**src/rtl/parity_rr_scheduler_pkg.sv**
```systemverilog
// Shared types and constants for the round-robin serial odd-parity scheduler.
// Holds the FSM state encoding, the accumulator seed and the ID width derivation.
package parity_rr_scheduler_pkg;

    typedef enum logic [1:0] {
        S_IDLE  = 2'd0,
        S_SHIFT = 2'd1,
        S_DONE  = 2'd2
    } state_t;

    localparam logic ODD_SEED = 1'b1;

    // A single requester still needs a 1-bit ID port.
    function automatic int unsigned id_width(input int unsigned n);
        return (n > 1) ? $clog2(n) : 1;
    endfunction

endpackage

```
**src/rtl/parity_rr_scheduler_rr_arbiter.sv**
```systemverilog
// Combinational round-robin arbiter: rotate requests by the pointer,
// priority-encode the lowest set bit, then rotate the winner back.
module rr_arbiter
    import parity_rr_scheduler_pkg::*;
#(
    parameter int unsigned N_REQ = 4,
    localparam int unsigned ID_W = id_width(N_REQ)
) (
    input  logic [N_REQ-1:0] req,
    input  logic [ID_W-1:0]  pointer,
    output logic [N_REQ-1:0] grant,
    output logic [ID_W-1:0]  index
);

    logic [N_REQ-1:0] rotated;
    logic             found;
    int unsigned      offset;
    int unsigned      winner;

    always_comb begin
        rotated = '0;
        found   = 1'b0;
        offset  = 0;
        winner  = 0;
        grant   = '0;
        index   = '0;

        for (int unsigned k = 0; k < N_REQ; k++) begin
            rotated[k] = req[(k + int'(pointer)) % N_REQ];
        end

        for (int unsigned k = 0; k < N_REQ; k++) begin
            if (!found && rotated[k]) begin
                found  = 1'b1;
                offset = k;
            end
        end

        winner = (offset + int'(pointer)) % N_REQ;
        if (found) begin
            grant = N_REQ'(1) << winner;
            index = ID_W'(winner);
        end
    end

endmodule

```
**src/rtl/parity_rr_scheduler.sv**
```systemverilog
// Shares one serial odd-parity engine between N_REQ requesters: round-robin grant,
// bit-serial XOR accumulation seeded with 1, result returned with the requester ID.
module parity_rr_scheduler
    import parity_rr_scheduler_pkg::*;
#(
    parameter int unsigned N_REQ  = 4,
    parameter int unsigned DATA_W = 8,
    localparam int unsigned ID_W  = id_width(N_REQ)
) (
    input  logic                      clk,
    input  logic                      rst,
    input  logic [N_REQ-1:0]          req,
    input  logic [N_REQ*DATA_W-1:0]   req_data,
    output logic [N_REQ-1:0]          gnt,
    output logic                      busy,
    output logic                      res_valid,
    output logic [ID_W-1:0]           res_id,
    output logic                      res_par
);

    localparam int unsigned CNT_W = $clog2(DATA_W) + 1;

    state_t            state;
    state_t            next_state;
    logic [DATA_W-1:0] sr;
    logic [CNT_W-1:0]  cnt;
    logic              acc;
    logic [ID_W-1:0]   id;
    logic [ID_W-1:0]   ptr;
    logic [N_REQ-1:0]  arb_grant;
    logic [ID_W-1:0]   arb_index;
    logic [DATA_W-1:0] sel_word;
    logic              start;
    logic              last_bit;

    rr_arbiter #(
        .N_REQ (N_REQ)
    ) u_arbiter (
        .req     (req),
        .pointer (ptr),
        .grant   (arb_grant),
        .index   (arb_index)
    );

    always_comb begin
        sel_word = '0;
        for (int unsigned i = 0; i < N_REQ; i++) begin
            if (arb_index == ID_W'(i)) begin
                sel_word = req_data[i*DATA_W +: DATA_W];
            end
        end
    end

    assign last_bit = (cnt == CNT_W'(DATA_W - 1));

    always_ff @(posedge clk or posedge rst) begin
        if (rst) begin
            state <= S_IDLE;
        end else begin
            state <= next_state;
        end
    end

    always_comb begin
        next_state = state;
        start      = 1'b0;
        case (state)
            S_IDLE: begin
                if (|req) begin
                    start      = 1'b1;
                    next_state = S_SHIFT;
                end
            end
            S_SHIFT: begin
                if (last_bit) begin
                    next_state = S_DONE;
                end
            end
            S_DONE:  next_state = S_IDLE;
            default: next_state = S_IDLE;
        endcase
    end

    // busy is only re-evaluated in IDLE, so it stays high through the result cycle.
    always_ff @(posedge clk or posedge rst) begin
        if (rst) begin
            gnt       <= '0;
            busy      <= 1'b0;
            res_valid <= 1'b0;
            res_id    <= '0;
            res_par   <= 1'b0;
            sr        <= '0;
            cnt       <= '0;
            acc       <= 1'b0;
            id        <= '0;
            ptr       <= '0;
        end else begin
            gnt       <= '0;
            res_valid <= 1'b0;
            case (state)
                S_IDLE: begin
                    busy <= start;
                    if (start) begin
                        gnt <= arb_grant;
                        sr  <= sel_word;
                        acc <= ODD_SEED;
                        cnt <= '0;
                        id  <= arb_index;
                    end
                end
                S_SHIFT: begin
                    acc <= acc ^ sr[0];
                    sr  <= sr >> 1;
                    cnt <= cnt + CNT_W'(1);
                end
                S_DONE: begin
                    res_valid <= 1'b1;
                    res_par   <= acc;
                    res_id    <= id;
                    ptr       <= (id == ID_W'(N_REQ - 1)) ? '0 : id + ID_W'(1);
                end
                default: ;
            endcase
        end
    end

endmodule

```
**config.mk**
```make
export PLATFORM = sky130hd
export DESIGN_NAME = parity_rr_scheduler
export DESIGN_NICKNAME = d
export VERILOG_FILES = /design/src/rtl/parity_rr_scheduler_pkg.sv /design/src/rtl/parity_rr_scheduler_rr_arbiter.sv /design/src/rtl/parity_rr_scheduler.sv
export SDC_FILE = /design/constraint.sdc
export NUM_CORES = 1
export LEC_CHECK = 0
export CORE_MARGIN = 4
export CORE_UTILIZATION = 46
export DETAILED_ROUTE_END_ITERATION = 8
export GPL_TIMING_DRIVEN = 0
export PLACE_DENSITY_LB_ADDON = 0.25
export SYNTH_ARGS = -nofsm -noshare
export SYNTH_HDL_FRONTEND = slang
export SYNTH_SLANG_ARGS = --single-unit
```
**constraint.sdc**
```tcl
create_clock -name clk -period 2.95 [get_ports clk]
set_input_delay 0.59 -clock clk [delete_from_list [all_inputs] [get_ports clk]]
set_output_delay 0.59 -clock clk [all_outputs]
set_load 0.05 [all_outputs]
```
==> qor.log <==
[clock_network] CTS tree yes
[power_and_ir_drop] Max IR drop VDD 0.5857 mV
[floorplan] initial core utilization 49.33%
[timing] crit path setup slack, layout 144.7 ps
[timing] setup violators final 0
[layout] area of the multi-input gates 783.3 sq um
[grt] number of global-route vias before repair 1392
[grt] maximum number of pins on one net before global-route repair 29
[clock_network] source-to-sink clock delay at the later pin of the worst-skew pair 330 ps
[layout] Area Growth Syn to Fin 35.56%
[drt] Initial DRC Count 82
[logic_synthesis] most used flip-flop cell after synthesis sky130_fd_sc_hd__dfrtp_1
[setup_path] peak fanout along the critical path 10
[power_and_ir_drop] power density of the placed cells 1105 nW/um^2
[layout] filler instances 266
[clock_network] H-tree depth 1
[setup_path] internal reg-to-reg setup slack 360 ps
[power_and_ir_drop] Sw Ratio 46.55%
[setup_path] sort of element at the end of the critical path register
[timing] setup repair after global routing missed its margin no
[worst_hold_path] classification of the worst-slack hold path register to register
[setup_path] slowest cell on the critical path sky130_fd_sc_hd__clkdlybuf4s50_1
[place] post-place instance area 2051 sq um
[clock_network] root cell of the clock tree sky130_fd_sc_hd__clkbuf_4
[worst_hold_path] hold depth 1
[floorplan] I/O pin cnt 47
[worst_hold_path] startpoint of the most critical hold path cnt[3]
[grt] overall overflow remaining after global route 0
[logic_synthesis] area share of the leading cell type in the synthesized netlist 45.05%
[layout] Seq. cell area 700.7 sq um
[logic_synthesis] synthesized instance count 155
[place] Setup Slack @ Placement -325.6 ps
[drt] Final Routed Wirelength 3777 microns
[drt] first-pass iteration count of the detailed router 4
[layout] antenna cells 0
[drt] Remaining DRCs 0
[grt] total routing usage reported by global routing 18.82%
[timing] normalized max-slew margin 31.28%
[setup_path] data required time of the critical path 3190 ps
[timing] final clock period utilization by the worst path 95.09%
[timing] Period minus WS final 2805 ps
[setup_path] Crit Reg-Reg Startpoint ptr[0]
[floorplan] number of placement rows 20
[layout] net count of the finished layout 246
[grt] global-route wire length before repair 6313 microns
[floorplan] die extent in x 66.15 microns
[setup_path] cells along the critical path clkdlybuf4s50_1, inv_1, and3_1, o21ai_1, o2111ai_1, ha_1, xor2_2, xnor2_2, buf_6, mux2i_2, a21oi_1, a22o_1
[setup_path] cell type group with the largest total delay on the critical path buffers and inverters
[layout] Final Core Density 66.87%
[power_and_ir_drop] internal power component 0.001245 W
[timing] transition time at the pin with the least slew margin 1030 ps
[timing] max-slew violation total from the final report 0
[place] DPL Wire Length 2917 microns
[logic_synthesis] area of the mapped netlist 1555 sq um
[power_and_ir_drop] Net Sw Power 0.001084 W
[timing] final hold violation count 0
[worst_hold_path] worst-case hold path end point state[1]
[clock_network] clk buf depth 2
[clock_network] number of sinks handled by clock tree synthesis 28
[logic_synthesis] largest area contributor in the netlist sky130_fd_sc_hd__dfrtp_1
[drt] total number of vias 1388
[logic_synthesis] share of async-settable or async-resettable flops after synthesis 100.0%
[logic_synthesis] flops & latches, synth 28
[logic_synthesis] synthesized netlist net count 196
[drt] routed vias/inst 5.597
[power_and_ir_drop] leakage power of the design 0.9129 nW
[place] placer's final routability congestion estimate 0.7527
[grt] antenna violations before repair 0
[setup_path] r2r worst-path depth 10
[logic_synthesis] post-synthesis sequential area ratio 45.05%
[logic_synthesis] most area-consuming cells after synthesis sky130_fd_sc_hd__dfrtp_1 (45%), sky130_fd_sc_hd__a211oi_2 (4.0%), sky130_fd_sc_hd__o221ai_1 (3.9%)
[job] max-cap violations 0
[setup_path] startpoint type of the worst setup path primary input
[setup_path] Crit path buffers/inverters 3
[floorplan] placeable core area 3153 sq um
[timing] highest attainable clock frequency 0.3565 GHz
[timing] skew final 5.776 ps
[place] Port Buf Inserts 44
[clock_network] clock edge transition at the registers on the reported setup and hold paths 150 ps
[layout] final design instance area without fill 2108 sq um
[logic_synthesis] average size of a mapped cell 10.03 sq um
[logic_synthesis] commonest cells in the synthesized netlist sky130_fd_sc_hd__dfrtp_1 (28), sky130_fd_sc_hd__nand2_1 (15), sky130_fd_sc_hd__nor2_1 (13)
[logic_synthesis] Cell variety after synth 44
[logic_synthesis] most common cell in the netlist sky130_fd_sc_hd__dfrtp_1
[power_and_ir_drop] Reg power frac 28.9%
[setup_path] Worst Path Arrival 3040 ps
[floorplan] height of the die 66.15 microns
[drt] wire per inst 15.23 microns
[logic_synthesis] number of enable-type register cells in the synthesized netlist 0
[setup_path] delay of the slowest cell on the worst path 540 ps
[power_and_ir_drop] combinational fraction of design power 63.0%
[run_status] result of the run finished, final reports clean
[logic_synthesis] Yosys warning total 0
[setup_path] reg-to-reg endpoint sr[7]
[floorplan] Die Area 4375 sq um
[drt] antenna viol nets, final 0
[layout] fraction of final layout cells with drive strength greater than 1 13.73%
[setup_path] category of the critical setup timing path primary input to register
[power_and_ir_drop] clock network power share 8.1%
[clock_network] TritonCTS Buffers 3
-- layout make-up --
class / count / share of cell area (%)
clock buffer: 4 / 1.721
timing repair buffer: 45 / 21.37
buffer: 10 / 3.205
multi-input combinational: 113 / 37.15
inverter: 4 / 0.7122
tap: 44 / 2.611
sequential: 28 / 33.23
-- power by group through the flow --
| stage | clock network (W) | logic, W | registers (W) |
|---|---|---|---|
| floorplan | 0 | 0.000909 | 0.000803 |
| global placement | 0 | 0.00138 | 0.000664 |
| detailed placement | 0 | 0.00143 | 0.000677 |
| CTS | 0.000190 | 0.00144 | 0.000669 |
| global route | 0.000205 | 0.00161 | 0.000694 |
| finish | 0.000189 | 0.00147 | 0.000672 |
-- worst max path at each step --
stage / from / to / slack, ps / depth (start not counted)
finish: req[3] / sr[7] / 140 / 12
global route: req[3] / sr[7] / 5 / 12
CTS: req[3] / sr[7] / 20 / 12
detailed placement: req[3] / sr[7] / -330 / 12
global placement: req[1] / sr[7] / -200 / 11
floorplan: req[2] / sr[7] / 370 / 10
-- through the flow --
step	std cells	hold slack, ps	power (W)	setup TNS (ps)
finish	248	501.1	0.002329	0
global route	248	529.4	0.002513	0
CTS	247	510.2	0.002299	0
detailed placement	243	490.5	0.002110	-2199
global placement	243	468.2	0.002048	-1242
floorplan	155	448.4	0.001712	0
-- timing repair --
| item | in CTS | in global routing |
|---|---|---|
| gates resized for setup | 0 | 4 |
| setup buffers | 0 | 1 |
| setup endpoints to repair | 0 | 10 |
| hold buffers | 0 | 0 |
-- kinds of logic (layout without fill, tap and decap cells) --
group                    after synthesis  count (layout)  synth area share (%)
adder cells (fa/ha/maj)                3               3                 2.414
XOR/XNOR                               2               2                 1.609
AND/OR/NAND/NOR                       55              55                 18.02
flip-flops                            28              28                 45.05
AO/OA/AOI/OAI                         48              48                 24.06
buffers and inverters                 14              63                 5.309
multiplexers                           5               5                 3.540
-- flip-flops by register name (all words and copies together) (netlist names), 2 cells and up --
| register | flops |
|---|---|
| id | 2 |
| state | 2 |
| sr | 8 |
| gnt | 4 |
| cnt | 4 |
| res_id | 2 |
| ptr | 2 |
-- metal layers --
layer	vias to the layer above	global-route usage (%)	routed length [microns]
met4	0	4.822	41
li1	669	-	-
met2	48	34.08	1883
met5	-	0	0
met3	7	2.891	201
met1	664	23.04	1650
-- cell usage in the layout, fill, tap and decap left out, types with 5 or more instances in the layout --
| cell type | n |
|---|---|
| sky130_fd_sc_hd__a211oi_2 | 5 |
| sky130_fd_sc_hd__a22oi_1 | 7 |
| sky130_fd_sc_hd__clkdlybuf4s50_1 | 43 |
| sky130_fd_sc_hd__dfrtp_1 | 28 |
| sky130_fd_sc_hd__nand2_1 | 15 |
| sky130_fd_sc_hd__nor2_1 | 13 |
| sky130_fd_sc_hd__o21ai_0 | 6 |
| sky130_fd_sc_hd__o21ai_1 | 8 |
| sky130_fd_sc_hd__o221ai_1 | 7 |
Power figures use the tool's default switching activity.
